<file path="src/rtl/ndata_stim_gen_if.sv">
// Control and output bundle of the NDATA stimulus generator.
// The master side drives the controls; the slave side (the generator) drives ndata.
interface ndata_stim_gen_if #(
    parameter int unsigned NBINS  = 37,
    parameter int unsigned RATE_W = 24,
    parameter int unsigned IDX_W  = $clog2(NBINS)
);
    logic              pause;
    logic              restart;
    logic              gate;
    logic [1:0]        mode;
    logic [RATE_W-1:0] rate;
    logic [IDX_W-1:0]  fixed_bin;
    logic [NBINS-1:0]  ndata;
    logic [IDX_W-1:0]  bin_idx;
    logic              step_pulse;

    modport master (
        output pause, restart, gate, mode, rate, fixed_bin,
        input  ndata, bin_idx, step_pulse
    );

    modport slave (
        input  pause, restart, gate, mode, rate, fixed_bin,
        output ndata, bin_idx, step_pulse
    );
endinterface

</file>
<file path="src/rtl/ndata_stim_gen.sv">
// Rate-controlled one-hot note-bin generator (walk / bounce / fixed / pseudo-random)
// standing in for the FFT front end of the scorer.
module ndata_stim_gen #(
    parameter int unsigned NBINS  = 37,
    parameter int unsigned RATE_W = 24,
    parameter logic [15:0] SEED   = 16'hACE1
) (
    input logic             clk,
    input logic             reset_n,
    ndata_stim_gen_if.slave bus
);
    localparam int unsigned IDX_W = $clog2(NBINS);

    localparam logic [15:0]      SeedEff = (SEED == 16'h0000) ? 16'h0001 : SEED;
    localparam logic [IDX_W-1:0] LastBin = IDX_W'(NBINS - 1);
    localparam logic [IDX_W:0]   NbinsW  = (IDX_W + 1)'(NBINS);
    localparam logic [NBINS-1:0] OneHot0 = NBINS'(1);

    typedef enum logic [1:0] {ModeWalk, ModeBounce, ModeFixed, ModeRandom} mode_e;

    logic [RATE_W-1:0] cnt_q, cnt_d;
    logic [IDX_W-1:0]  bin_q, bin_d;
    logic              dir_q, dir_d;      // 0 = up, 1 = down
    logic [15:0]       lfsr_q, lfsr_d;
    logic [NBINS-1:0]  onehot_q, onehot_d;
    logic              step_q, step_d;

    logic [RATE_W-1:0] rate_m1;
    logic              step_due;
    logic [15:0]       lfsr_adv;
    logic [IDX_W:0]    rnd_ext;
    logic [IDX_W:0]    rnd_fold;
    logic [IDX_W-1:0]  bin_nxt;
    logic              dir_nxt;
    logic [15:0]       lfsr_nxt;
    mode_e             mode;

    assign mode = mode_e'(bus.mode);

    // rate-1 only formed for rate >= 2; rate 0/1 step unconditionally.
    always_comb begin
        rate_m1  = (bus.rate >= RATE_W'(2)) ? (bus.rate - RATE_W'(1)) : '0;
        step_due = (bus.rate <= RATE_W'(1)) || (cnt_q >= rate_m1);
    end

    // Galois right-shift LFSR, taps 16'hB400; one subtraction folds into [0, NBINS).
    always_comb begin
        lfsr_adv = {1'b0, lfsr_q[15:1]} ^ (lfsr_q[0] ? 16'hB400 : 16'h0000);
        rnd_ext  = {1'b0, lfsr_adv[IDX_W-1:0]};
        rnd_fold = (rnd_ext >= NbinsW) ? (rnd_ext - NbinsW) : rnd_ext;
    end

    always_comb begin
        bin_nxt  = bin_q;
        dir_nxt  = dir_q;
        lfsr_nxt = lfsr_q;
        unique case (mode)
            ModeWalk: bin_nxt = (bin_q == LastBin) ? '0 : bin_q + 1'b1;
            ModeBounce: begin
                if (!dir_q) begin
                    if (bin_q == LastBin) begin
                        dir_nxt = 1'b1;
                        bin_nxt = LastBin - 1'b1;
                    end else begin
                        bin_nxt = bin_q + 1'b1;
                    end
                end else begin
                    if (bin_q == '0) begin
                        dir_nxt = 1'b0;
                        bin_nxt = IDX_W'(1);
                    end else begin
                        bin_nxt = bin_q - 1'b1;
                    end
                end
            end
            ModeFixed: bin_nxt = (bus.fixed_bin > LastBin) ? LastBin : bus.fixed_bin;
            ModeRandom: begin
                lfsr_nxt = lfsr_adv;
                bin_nxt  = rnd_fold[IDX_W-1:0];
            end
            default: bin_nxt = bin_q;
        endcase
    end

    // Priority: restart > pause > step.
    always_comb begin
        cnt_d    = cnt_q;
        bin_d    = bin_q;
        dir_d    = dir_q;
        lfsr_d   = lfsr_q;
        onehot_d = onehot_q;
        step_d   = 1'b0;
        if (bus.restart) begin
            cnt_d    = '0;
            bin_d    = '0;
            dir_d    = 1'b0;
            lfsr_d   = SeedEff;
            onehot_d = OneHot0;
        end else if (!bus.pause) begin
            if (step_due) begin
                cnt_d    = '0;
                bin_d    = bin_nxt;
                dir_d    = dir_nxt;
                lfsr_d   = lfsr_nxt;
                onehot_d = OneHot0 << bin_nxt;
                step_d   = 1'b1;
            end else begin
                cnt_d = cnt_q + RATE_W'(1);
            end
        end
    end

    always_ff @(posedge clk or negedge reset_n) begin
        if (!reset_n) begin
            cnt_q    <= '0;
            bin_q    <= '0;
            dir_q    <= 1'b0;
            lfsr_q   <= SeedEff;
            onehot_q <= OneHot0;
            step_q   <= 1'b0;
        end else begin
            cnt_q    <= cnt_d;
            bin_q    <= bin_d;
            dir_q    <= dir_d;
            lfsr_q   <= lfsr_d;
            onehot_q <= onehot_d;
            step_q   <= step_d;
        end
    end

    assign bus.ndata      = onehot_q & {NBINS{bus.gate}};
    assign bus.bin_idx    = bin_q;
    assign bus.step_pulse = step_q;
endmodule

</file>
<file path="src/flat_wrapper.sv">
// flat-port wrapper written by rule: the top's interface ports become plain ports
module ndata_stim_gen_flat 
#(
    parameter int unsigned NBINS  = 37,
    parameter int unsigned RATE_W = 24,
    parameter logic [15:0] SEED   = 16'hACE1
)
  (clk, reset_n, bus_pause, bus_restart, bus_gate, bus_mode, bus_rate, bus_fixed_bin, bus_ndata, bus_bin_idx, bus_step_pulse);
  ndata_stim_gen_if #(.NBINS(NBINS), .RATE_W(RATE_W)) bus_i ();
  input logic clk;
  input logic reset_n;
  input wire logic [$bits(bus_i.pause)-1:0] bus_pause;
  input wire logic [$bits(bus_i.restart)-1:0] bus_restart;
  input wire logic [$bits(bus_i.gate)-1:0] bus_gate;
  input wire logic [$bits(bus_i.mode)-1:0] bus_mode;
  input wire logic [$bits(bus_i.rate)-1:0] bus_rate;
  input wire logic [$bits(bus_i.fixed_bin)-1:0] bus_fixed_bin;
  output wire logic [$bits(bus_i.ndata)-1:0] bus_ndata;
  output wire logic [$bits(bus_i.bin_idx)-1:0] bus_bin_idx;
  output wire logic [$bits(bus_i.step_pulse)-1:0] bus_step_pulse;
  assign bus_i.pause = bus_pause;
  assign bus_i.restart = bus_restart;
  assign bus_i.gate = bus_gate;
  assign bus_i.mode = bus_mode;
  assign bus_i.rate = bus_rate;
  assign bus_i.fixed_bin = bus_fixed_bin;
  assign bus_ndata = bus_i.ndata;
  assign bus_bin_idx = bus_i.bin_idx;
  assign bus_step_pulse = bus_i.step_pulse;
  ndata_stim_gen #(.NBINS(NBINS), .RATE_W(RATE_W), .SEED(SEED)) u_core (.clk(clk), .reset_n(reset_n), .bus(bus_i));
endmodule
</file>
<file path="config.mk">
export PLATFORM = sky130hd
export DESIGN_NAME = ndata_stim_gen_flat
export DESIGN_NICKNAME = d
export VERILOG_FILES = /design/src/rtl/ndata_stim_gen_if.sv /design/src/rtl/ndata_stim_gen.sv /design/src/flat_wrapper.sv
export SDC_FILE = /design/constraint.sdc
export NUM_CORES = 1
export LEC_CHECK = 0
export CAP_MARGIN = 10
export CELL_PAD_IN_SITES_DETAIL_PLACEMENT = 2
export CELL_PAD_IN_SITES_GLOBAL_PLACEMENT = 2
export CORE_ASPECT_RATIO = 1.25
export CORE_MARGIN = 1
export CORE_UTILIZATION = 34
export CTS_CLUSTER_SIZE = 30
export DETAILED_ROUTE_END_ITERATION = 10
export GPL_ROUTABILITY_DRIVEN = 0
export PLACE_DENSITY_LB_ADDON = 0.1
export SLEW_MARGIN = 20
export SYNTH_ARGS = -nofsm -noshare
export SYNTH_HDL_FRONTEND = slang
export SYNTH_SLANG_ARGS = --single-unit
</file>
<file path="constraint.sdc">
create_clock -name clk -period 3.9 [get_ports clk]
set_clock_uncertainty 0.15 [all_clocks]
set_input_delay 0.78 -clock clk [delete_from_list [all_inputs] [get_ports clk]]
set_output_delay 0.78 -clock clk [all_outputs]
set_load 0.1 [all_outputs]
</file>
; Word level (Yosys, flattened, before mapping)
; Cells that the tools add are included.
[op_classes]
mux = 32
n_bitwise = 2
magnitude_cmp = 5
eq_ne = 5
reduce_logical = 9
n_shift = 1
n_addsub = 5
[op_table]
columns = operator, n
row1 = $mux W37, 3
row2 = $mux W24, 4
row3 = $mux W16, 5
row4 = $mux W6, 9
row5 = $and A37 B37 Y37, 1
row6 = $shl A1 B6 Y37 const A, 1
row7 = $add A24 B1 Y24 const B, 1
row8 = $ge A24 B2 Y1 const B, 1
row9 = $ge A24 B24 Y1, 1
row10 = $le A24 B1 Y1 const B, 1
row11 = $pmux W6 S4, 1
row12 = $sub A24 B1 Y24 const B, 1
row13 = $xor A15 B16 Y16, 1
row14 = $mux W1, 10
row15 = $add A6 B1 Y6 const B, 1
row16 = $eq A6 B6 Y1 const B, 1
row17 = $ge A6 B6 Y1 const B, 1
row18 = $gt A6 B6 Y1 const B, 1
row19 = $logic_not A6 Y1, 1
row20 = $reduce_and A3 Y1, 2
row21 = $reduce_bool A2 Y1, 3
row22 = $sub A6 B1 Y6 const B, 1
row23 = $sub A6 B6 Y6 const B, 1
row24 = $eq A2 B2 Y1 const B, 2
row25 = 5 further kinds, 5
[totals]
inputBits = 37
elab_cells = 65
reg_bits = 85
out_inout_bits = 44

; Longest topological paths before layout
; Gate-level depths: netlist (run 1).
[depth]
word_depth = 9
ltp_mapped = 18
ltp_nobuf = 16

; Worst setup path after synthesis (run 1)
; OpenSTA, ideal clock, no wires.
[synth_path]
path_type = input-to-reg
start = input bus_rate[0]
end = register u_core.onehot_q[16]
slack_ns = -0.697
setup_time_ns = 0.067
t_required_ns = 3.683
stages = 18
path_buffers = 2
arrival_time_ns = 4.380
cell_sequence = inv_1 ha_1 nand3_1 or4_1 or4_1 nor4_1 xor2_1 nand2_1 ha_1 o211ai_1 o21ai_0 o22ai_1 a21oi_2 a31o_2 buf_2 nor2_1 buf_2 a22o_1
[synth_via]
elab_chain_len = 6
elab_cells_between_ends = 8
classes_between = add/sub (1) / order compare (3) / mux (1) / reduce/logical (3)
[synth_lines]
columns = element, line
row1 = start: declaration, flat_wrapper.sv:16  ; input wire logic [$bits(bus_i.rate)-1:0] bus_rate;
row2 = $sub A24 B1 Y24 or $ge A24 B2 Y1 (tied branches), ndata_stim_gen.sv:42  ; rate_m1 = (bus.rate >= RATE_W'(2)) ? (bus.rate - RATE_W'(1)) : '0;
row3 = $mux W24, ndata_stim_gen.sv:42
row4 = $ge A24 B24 Y1, ndata_stim_gen.sv:43  ; step_due = (bus.rate <= RATE_W'(1)) || (cnt_q >= rate_m1);
row5 = $logic_or A1 B1 Y1 *, ndata_stim_gen.sv:43
row6 = $reduce_bool A2 Y1 (no line) *, --
row7 = $reduce_and A2 Y1 (no line) *, --
row8 = end signal: assignment, ndata_stim_gen.sv:119  ; onehot_q <= OneHot0;
row9 = end signal: assignment, ndata_stim_gen.sv:126  ; onehot_q <= onehot_d;
row10 = end: declaration, ndata_stim_gen.sv:25  ; logic [NBINS-1:0] onehot_q, onehot_d;
; Every way passes the cells marked *; elsewhere a longest branch is shown, timed or not.
; A chain may end at the register's enable or synchronous reset.

; Worst setup path after layout (run 1)
[layout_path]
start = input bus_rate[4]
end = register u_core.onehot_q[3]
; Same word-level chain as after synthesis.

==> results of run 1 <==
==> report_power, final <==
group          internal, mW  leakage, nW  switching [mW]
logic                 0.145         2.64           0.235
registers             0.883         1.16         0.00420
clock network         0.510        0.152           0.474
==> synthesized netlist by cell type, types with 3 or more instances <==
cell type / n
and3_1: 6
a31oi_1: 3
o21ai_0: 18
buf_1: 3
a211oi_1: 9
a32o_1: 22
nor3b_1: 3
o211ai_1: 3
nand4_1: 8
buf_2: 8
ha_1: 32
a21oi_1: 23
mux2i_1: 9
a22o_1: 15
and4_1: 6
and2_1: 40
nor4_1: 10
or2_2: 3
xnor2_1: 28
nor2b_1: 10
clkbuf_1: 17
nand2b_1: 11
or4_4: 3
or4_1: 5
inv_1: 19
nor4_4: 3
dfstp_2: 9
dfrtp_1: 76
nand3_1: 17
o31ai_1: 6
xor2_1: 20
nand2_1: 53
o2111ai_1: 5
nor2_1: 77
nor3_1: 18
==> worst max-delay path: cells and delay by family <==
kind,cells,cell delay [ps]
xor gates and xnor gates,1,280
AOI/OAI and AO/OA,5,1090
and+or+nand+nor,8,1720
adders and majority gates,1,320
buffers and inverters,5,700
==> flip-flops by register name (all words and copies together) (netlist names) <==
| name | cells |
|---|---|
| u_core.dir_q | 1 |
| u_core.onehot_q | 37 |
| u_core.bus.bin_idx | 6 |
| u_core.bus.step_pulse | 1 |
| u_core.lfsr_q | 16 |
| u_core.cnt_q | 24 |
==> metrics by stage <==
| step | setup TNS [ps] | area, µm² | hold WS [ps] | std cells | total power, mW |
|---|---|---|---|---|---|
| CTS | -43270 | 8660 | 357 | 1011 | 2.10 |
| floorplan | -20200 | 5850 | 308 | 634 | 1.02 |
| global route | -68660 | 9530 | 364 | 1029 | 2.29 |
| finish | -65380 | 9530 | 316 | 1029 | 2.25 |
| detailed placement | -106410 | 7690 | 340 | 970 | 1.17 |
| global placement | -80910 | 7690 | 323 | 970 | 1.15 |
==> placed cells by master, fill, tap and decap left out, types with 10 or more instances in the layout <==
cell type,instances
a21oi_2,17
a22o_1,15
a32o_1,13
and2_1,40
buf_12,51
buf_4,81
buf_6,15
clkbuf_16,14
clkdlybuf4s50_1,22
dfrtp_1,76
ha_1,21
ha_4,11
inv_1,17
nand2_1,44
nand2b_1,10
nor2_1,44
nor2_4,26
nor2b_1,10
nor3_1,11
nor4_4,13
xnor2_1,28
xor2_1,19
==> cells by family after synthesis <==
family | share of synthesized area [%]
flops | 37.3
buf+inv | 3.45
xor+xnor | 7.34
mux | 1.57
fa+ha+maj | 6.99
compound gates | 17.4
simple gates | 25.9
==> final cells by class <==
type	count	area, µm²	share of cell area [%]
Tap cell	216	270	2.84
Clock buffer	9	225	2.36
Timing Repair Buffer	192	2330	24.4
Sequential cell	85	2140	22.4
Multi-Input combinational cell	501	4410	46.3
Inverter	19	73.8	0.775
Clock inverter	7	81.3	0.854
==> worst paths after layout <==
check                                      start                     to  cells past startpoint
max in group asynchronous                reset_n    u_core.onehot_q[14]                      2
min in group clk             u_core.onehot_q[22]    u_core.onehot_q[22]                      1
min                                      reset_n  u_core.bus.bin_idx[0]                      1
max                                  bus_rate[4]     u_core.onehot_q[3]                     20
min reg2reg                  u_core.onehot_q[22]    u_core.onehot_q[22]                      1
max reg2reg                u_core.bus.bin_idx[0]     u_core.onehot_q[8]                     10
==> routing by layer <==
layer	track usage, %	share of wire, %	up-vias
met2	59.6	53	410
met1	32.1	35	3362
met3	4.50	5.3	166
met4	17.6	7.1	0
li1	-	-	2646
met5	0	0	-
==> timing repair <==
item | 4_1_cts | 5_1_grt
gates resized for setup | 140 | 143
buffers inserted | 21 | 14
gates cloned | 4 | 9
setup endpoints to repair | 85 | 85
pin swaps | 45 | 80
==> load_flow_metrics.sql, run 1 <==
INSERT INTO impl_metrics (metric_group, metric, value, unit) VALUES
('placed_design', 'dp_slack', '-1380', 'ps'),
('synth', 'synth.top_cell.area_share', '33.2', '%'),
('synth', 'postSynthRegisterBits', '85', ''),
('clock_network', 'cts-hold-fix-buffers', '0', ''),
('placed_design', 'io_buffers', '80', ''),
('worst_setup_path', 'setup.worst_path.start_class', 'input port', ''),
('job', 'drv_cap', '0', ''),
('layout', 'num-nets-final', '877', ''),
('layout', 'num_antenna_cells', '0', ''),
('synth', 'netlist_instances', '634', ''),
('worst_setup_path', 'path_max_fanout', '8', ''),
('synth', 'distinct_cell_type_count_of_the_synthesized_netlist', '63', ''),
('worst_setup_path', 'critPathArrivalTime', '4890', 'ps'),
('synth', 'postSynthNetCount', '703', ''),
('layout', 'fin_util', '58.3', '%'),
('route', 'firstDrtPassIters', '5', ''),
('route', 'avgViaCountPerCell', '6.40', ''),
('global_route', 'globalRoute.totalOverflow', '0', ''),
('clock_network', 'cts_made_buffers', '9', ''),
('sta', 'max_slew.worst_pin.slew', '1010', 'ps'),
('worst_setup_path', 'crit_slowest_cell', 'or4_4', ''),
('layout', 'areaGrowthSynthToFinish', '66.4', '%'),
('global_route', 'initial_antenna_violation_count', '0', ''),
('clock_network', 'cts-htree-levels', '3', ''),
('route', 'drc', '0', ''),
('synth', 'synth_enable_flop_cells', '0', ''),
('global_route', 'grtUsageTotal', '31.1', '%'),
('sta', 'finalHoldViolCount', '0', ''),
('clock_network', 'clk_pin_slew_worst_paths', '90', 'ps'),
('floorplanning', 'die_height', '147', 'µm'),
('sta', 'timing.final.ws_setup', '-909', 'ps'),
('synth', 'post_synth_instance_area', '0.00573', 'mm²'),
('global_route', 'vias_in_the_first_global_route', '6935', ''),
('worst_setup_path', 'crit_type', 'input port to register', ''),
('placed_design', 'place.detailed.hpwl', '15300', 'µm'),
('clock_network', 'tritoncts_num_sinks', '85', ''),
('sta', 'period_minus_slack', '4810', 'ps'),
('run_status', 'failed_checks', 'negative setup slack', ''),
('floorplanning', 'initial_util', '35.1', '%'),
('route', 'detail_route.wirelength', '35400', 'µm'),
('sta', 'achievable-frequency', '0.208', 'GHz'),
('synth', 'synth_area_leader_cell', 'dfrtp_1', ''),
('synth', 'synthesis.area_per_instance', '9.03', 'µm²'),
('clock_network', 'clock_tree_from_tritoncts', 'done', ''),
('power_and_ir_drop', 'cellLeakagePower', '3.95', 'nW'),
('hold_path', 'hold_class', 'input port to asynchronous set/reset pin', ''),
('route', 'post_drt_wl_per_cell', '34.4', 'µm'),
('sta', 'grt_setup_unrepaired', 'yes', ''),
('floorplanning', 'num_rows', '52', ''),
('clock_network', 'cts.path.max_buffers', '2', ''),
('floorplanning', 'design.portCount', '81', ''),
('synth', 'ys_async_sr_fraction', '100', '%'),
('global_route', 'grt_pass1_wl', '41400', 'µm'),
('worst_setup_path', 'cp_cell_sequence', 'buf_6 > nor3_4 > buf_6 > nand3_4 > or4_4 > or4_4 > nor2_2 > xor2_1 > nand2_1 > ha_1 > nand4_1 > a211oi_2 > o22ai_2 > a21oi_2 > buf_4 > a31o_4 > nor2_4 > buf_12 > buf_8 > a22o_1', ''),
('worst_setup_path', 'end_kind', 'register', ''),
('sta', 'final_min_period_over_clock_period', '123', '%'),
('floorplanning', 'core-area', '0.0163', 'mm²'),
('worst_setup_path', 'critical_path.max_stage_delay', '500', 'ps'),
('synth', 'ys.flop_type', 'dfrtp_1', ''),
('power_and_ir_drop', 'cellPowerDensity', '236', 'mW/mm²'),
('floorplanning', 'dieArea', '0.0174', 'mm²'),
('synth', 'synthesis.yosys.warnings', '0', ''),
('power_and_ir_drop', 'vdd.ir_drop.worst', '0.192', 'mV'),
('route', 'dr_total_vias', '6584', ''),
('sta', 'slew_headroom', '32.4', '%'),
('worst_setup_path', 'timing.critical_path.required', '3980', 'ps'),
('worst_setup_path', 'regToRegSetupSlack', '-650', 'ps'),
('layout', 'post_route_cells_drive_above_1_share', '41.3', '%'),
('route', 'antenna_left', '0', ''),
('synth', 'synth.top_cells.by_area', 'dfrtp_1, ha_1, nor2_1', ''),
('sta', 'finalMaxSlewViolations', '0', ''),
('clock_network', 'cts_root_buffer', 'clkbuf_16', ''),
('layout', 'fillers', '1508', ''),
('run_status', 'outcome', 'finished, violations left', ''),
('route', 'iteration_0_drc_markers', '374', ''),
('synth', 'synth-seq-area-share', '37.3', '%'),
('clock_network', 'clkLatencyLatePin', '370', 'ps'),
('floorplanning', 'die-width', '118', 'µm'),
('sta', 'finalSetupViolCount', '85', ''),
('global_route', 'pin_count_of_the_biggest_net_entering_global_routing', '51', '');
No activity file was read; power rests on OpenSTA's default activity.
==> run 2, diff against run 1 <==
--- a/config.mk
+++ b/config.mk
@@ -5,7 +5,7 @@
 export SDC_FILE = /design/constraint.sdc
 export NUM_CORES = 1
 export LEC_CHECK = 0
-export CAP_MARGIN = 10
+export CAP_MARGIN = 0
 export CELL_PAD_IN_SITES_DETAIL_PLACEMENT = 2
 export CELL_PAD_IN_SITES_GLOBAL_PLACEMENT = 2
 export CORE_ASPECT_RATIO = 1.25
==> constraint.sdc (replaced) <==
create_clock -name clk -period 5.15 [get_ports clk]
set_clock_uncertainty 0.15 [all_clocks]
set_input_delay 1.03 -clock clk [delete_from_list [all_inputs] [get_ports clk]]
set_output_delay 1.03 -clock clk [all_outputs]
set_load 0.1 [all_outputs]
==> load_flow_metrics.sql, run 2 (synthesis results as in run 1) <==
INSERT INTO impl_metrics (metric_group, metric, value, unit) VALUES
('run_status', 'outcome', 'finished, final reports clean', ''),
('layout', 'num_antenna_cells', '0', ''),
('power_and_ir_drop', 'vdd.ir_drop.worst', '0.122', 'mV'),
('power_and_ir_drop', 'cellPowerDensity', '208', 'mW/mm²'),
('clock_network', 'cts-htree-levels', '3', ''),
('floorplanning', 'num_rows', '52', ''),
('worst_setup_path', 'crit_type', 'input port to register', ''),
('placed_design', 'io_buffers', '80', ''),
('power_and_ir_drop', 'design_power_total', '1.54', 'mW'),
('clock_network', 'clk_pin_slew_worst_paths', '70', 'ps'),
('floorplanning', 'die_height', '147', 'µm'),
('sta', 'setup_tns', '0', 'ps'),
('worst_setup_path', 'critPathArrivalTime', '5010', 'ps'),
('worst_setup_path', 'crit_end', 'u_core.onehot_q[35]', ''),
('placed_design', 'postPlaceCellArea', '0.00698', 'mm²'),
('layout', 'most-common-layout-cells', 'buf_4, dfrtp_1, nor2_1, nand2_1, and2_1', ''),
('layout', 'layout_top_registers', 'u_core.onehot_q: 37 flops, u_core.cnt_q: 24 flops, u_core.lfsr_q: 16 flops', ''),
('layout', 'fillers', '1755', ''),
('placed_design', 'place.detailed.hpwl', '13800', 'µm'),
('worst_setup_path', 'regToRegSetupSlack', '1850', 'ps'),
('route', 'detail_route.wirelength', '18400', 'µm'),
('clock_network', 'cts.path.max_buffers', '2', ''),
('worst_setup_path', 'worst_r2r_endpoint', 'u_core.onehot_q[12]', ''),
('clock_network', 'cts_made_buffers', '9', ''),
('layout', 'number_of_flip_flops_under_the_largest_register_name', '37', ''),
('layout', 'fin_util', '45.5', '%'),
('clock_network', 'clkLatencyLatePin', '340', 'ps'),
('global_route', 'pin_count_of_the_biggest_net_entering_global_routing', '86', ''),
('global_route', 'grt_pass1_wl', '30400', 'µm'),
('layout', 'final_cell_area', '0.00743', 'mm²'),
('route', 'dr_total_vias', '5343', ''),
('clock_network', 'clock_tree_from_tritoncts', 'done', ''),
('global_route', 'globalRoute.totalOverflow', '0', ''),
('worst_setup_path', 'crit_start', 'bus_rate[3]', ''),
('power_and_ir_drop', 'cellLeakagePower', '3.29', 'nW'),
('sta', 'achievable-frequency', '0.205', 'GHz'),
('worst_setup_path', 'depth_of_the_worst_register_to_register_path', '9', ''),
('floorplanning', 'die-width', '118', 'µm'),
('worst_setup_path', 'path_max_fanout', '9', ''),
('worst_setup_path', 'setup.worst_path.start_class', 'input port', ''),
('sta', 'slew_headroom', '32.5', '%'),
('layout', 'num-nets-final', '814', ''),
('layout', 'post_route_cells_drive_above_1_share', '20.0', '%'),
('sta', 'finalSetupViolCount', '0', ''),
('sta', 'max_slew.worst_pin.slew', '1010', 'ps'),
('route', 'post_drt_wl_per_cell', '19.1', 'µm'),
('layout', 'areaGrowthSynthToFinish', '29.8', '%'),
('route', 'drc', '0', ''),
('worst_setup_path', 'r2r_start', 'u_core.bus.bin_idx[0]', ''),
('route', 'antenna_left', '0', ''),
('layout', 'commonest_non_fill_non_tap_cell_in_the_layout', 'buf_4', ''),
('floorplanning', 'initial_util', '35.1', '%'),
('clock_network', 'cts-hold-fix-buffers', '0', ''),
('sta', 'final_min_period_over_clock_period', '94.8', '%'),
('hold_path', 'hold_class', 'register to register', ''),
('worst_setup_path', 'timing.critical_path.required', '5270', 'ps'),
('floorplanning', 'dieArea', '0.0174', 'mm²'),
('sta', 'period_minus_slack', '4880', 'ps'),
('global_route', 'vias_in_the_first_global_route', '5926', ''),
('floorplanning', 'core-area', '0.0163', 'mm²'),
('global_route', 'initial_antenna_violation_count', '0', ''),
('clock_network', 'cts_root_buffer', 'clkbuf_16', ''),
('sta', 'finalHoldViolCount', '0', ''),
('route', 'firstDrtPassIters', '4', ''),
('sta', 'finalMaxSlewViolations', '0', ''),
('job', 'drv_cap', '0', ''),
('layout', 'largest_register', 'u_core.onehot_q', ''),
('floorplanning', 'design.portCount', '81', ''),
('route', 'iteration_0_drc_markers', '251', ''),
('worst_setup_path', 'end_kind', 'register', ''),
('route', 'avgViaCountPerCell', '5.53', ''),
('clock_network', 'tritoncts_num_sinks', '85', ''),
('global_route', 'grtUsageTotal', '21.8', '%');
[run 2: power breakdown]
part           internal, mW  total [mW]  switching (mW)  leakage, nW
Sequential            0.669       0.672         0.00242         1.16
Clock                 0.408       0.687           0.279        0.153
Combinational        0.0743       0.185           0.110         1.99
[run 2: critical path: stages]
cell	delay, ps
clkdlybuf4s50_1	470
nor2_2	170
nand3_2	100
or4_4	440
or4_4	540
nor2_2	120
xor2_1	160
nand2_1	80
ha_1	290
nand4_1	150
a211oi_2	240
o22ai_2	120
a21oi_2	190
a31oi_2	70
buf_12	170
nor4_4	270
buf_4	200
a32o_1	180
[run 2: metrics by stage]
stage	hold slack, ps	setup WS [ps]	std cells
2_1_floorplan	308	303	634
3_3_place_gp	321	-293	949
3_5_place_dp	327	-550	949
4_1_cts	343	8.15	966
5_1_grt	366	-54.1	966
6_report	337	267	966
[run 2: layer usage]
layer	routed length (µm)	up-vias	track usage [%]
met5	0	-	0
met4	246	0	6.28
met2	10200	78	42.8
met3	341	16	2.52
li1	-	2518	-
met1	7640	2731	24.2
[run 2: worst min path at each step]
stage                                      to  cells after the start                start  slack [ps]
after floorplan           u_core.onehot_q[10]                      1  u_core.onehot_q[10]         310
after global placement    u_core.onehot_q[25]                      1  u_core.onehot_q[25]         320
after detailed placement  u_core.onehot_q[14]                      1  u_core.onehot_q[14]         330
after CTS                 u_core.onehot_q[14]                      1  u_core.onehot_q[14]         340
after global routing      u_core.onehot_q[27]                      1  u_core.onehot_q[27]         370
final                     u_core.onehot_q[32]                      1  u_core.onehot_q[32]         340
[run 2: layout make-up]
| class | instances | area, µm² | area share (%) |
|---|---|---|---|
| well taps | 216 | 270 | 3.64 |
| clock inverters | 5 | 63.8 | 0.859 |
| clock buffers | 11 | 253 | 3.40 |
| flip-flops and latches | 85 | 2140 | 28.8 |
| repair buffers | 129 | 1140 | 15.3 |
| multi-input cells | 501 | 3500 | 47.1 |
| inverters | 19 | 71.3 | 0.960 |
[run 2: what timing repair did]
item,in CTS,in global routing
hold endpoints to repair,0,0
endpoints found under the setup margin,74,80
buffers inserted,1,0
gates resized for setup,10,23
pin swaps,0,8
cloned,0,0
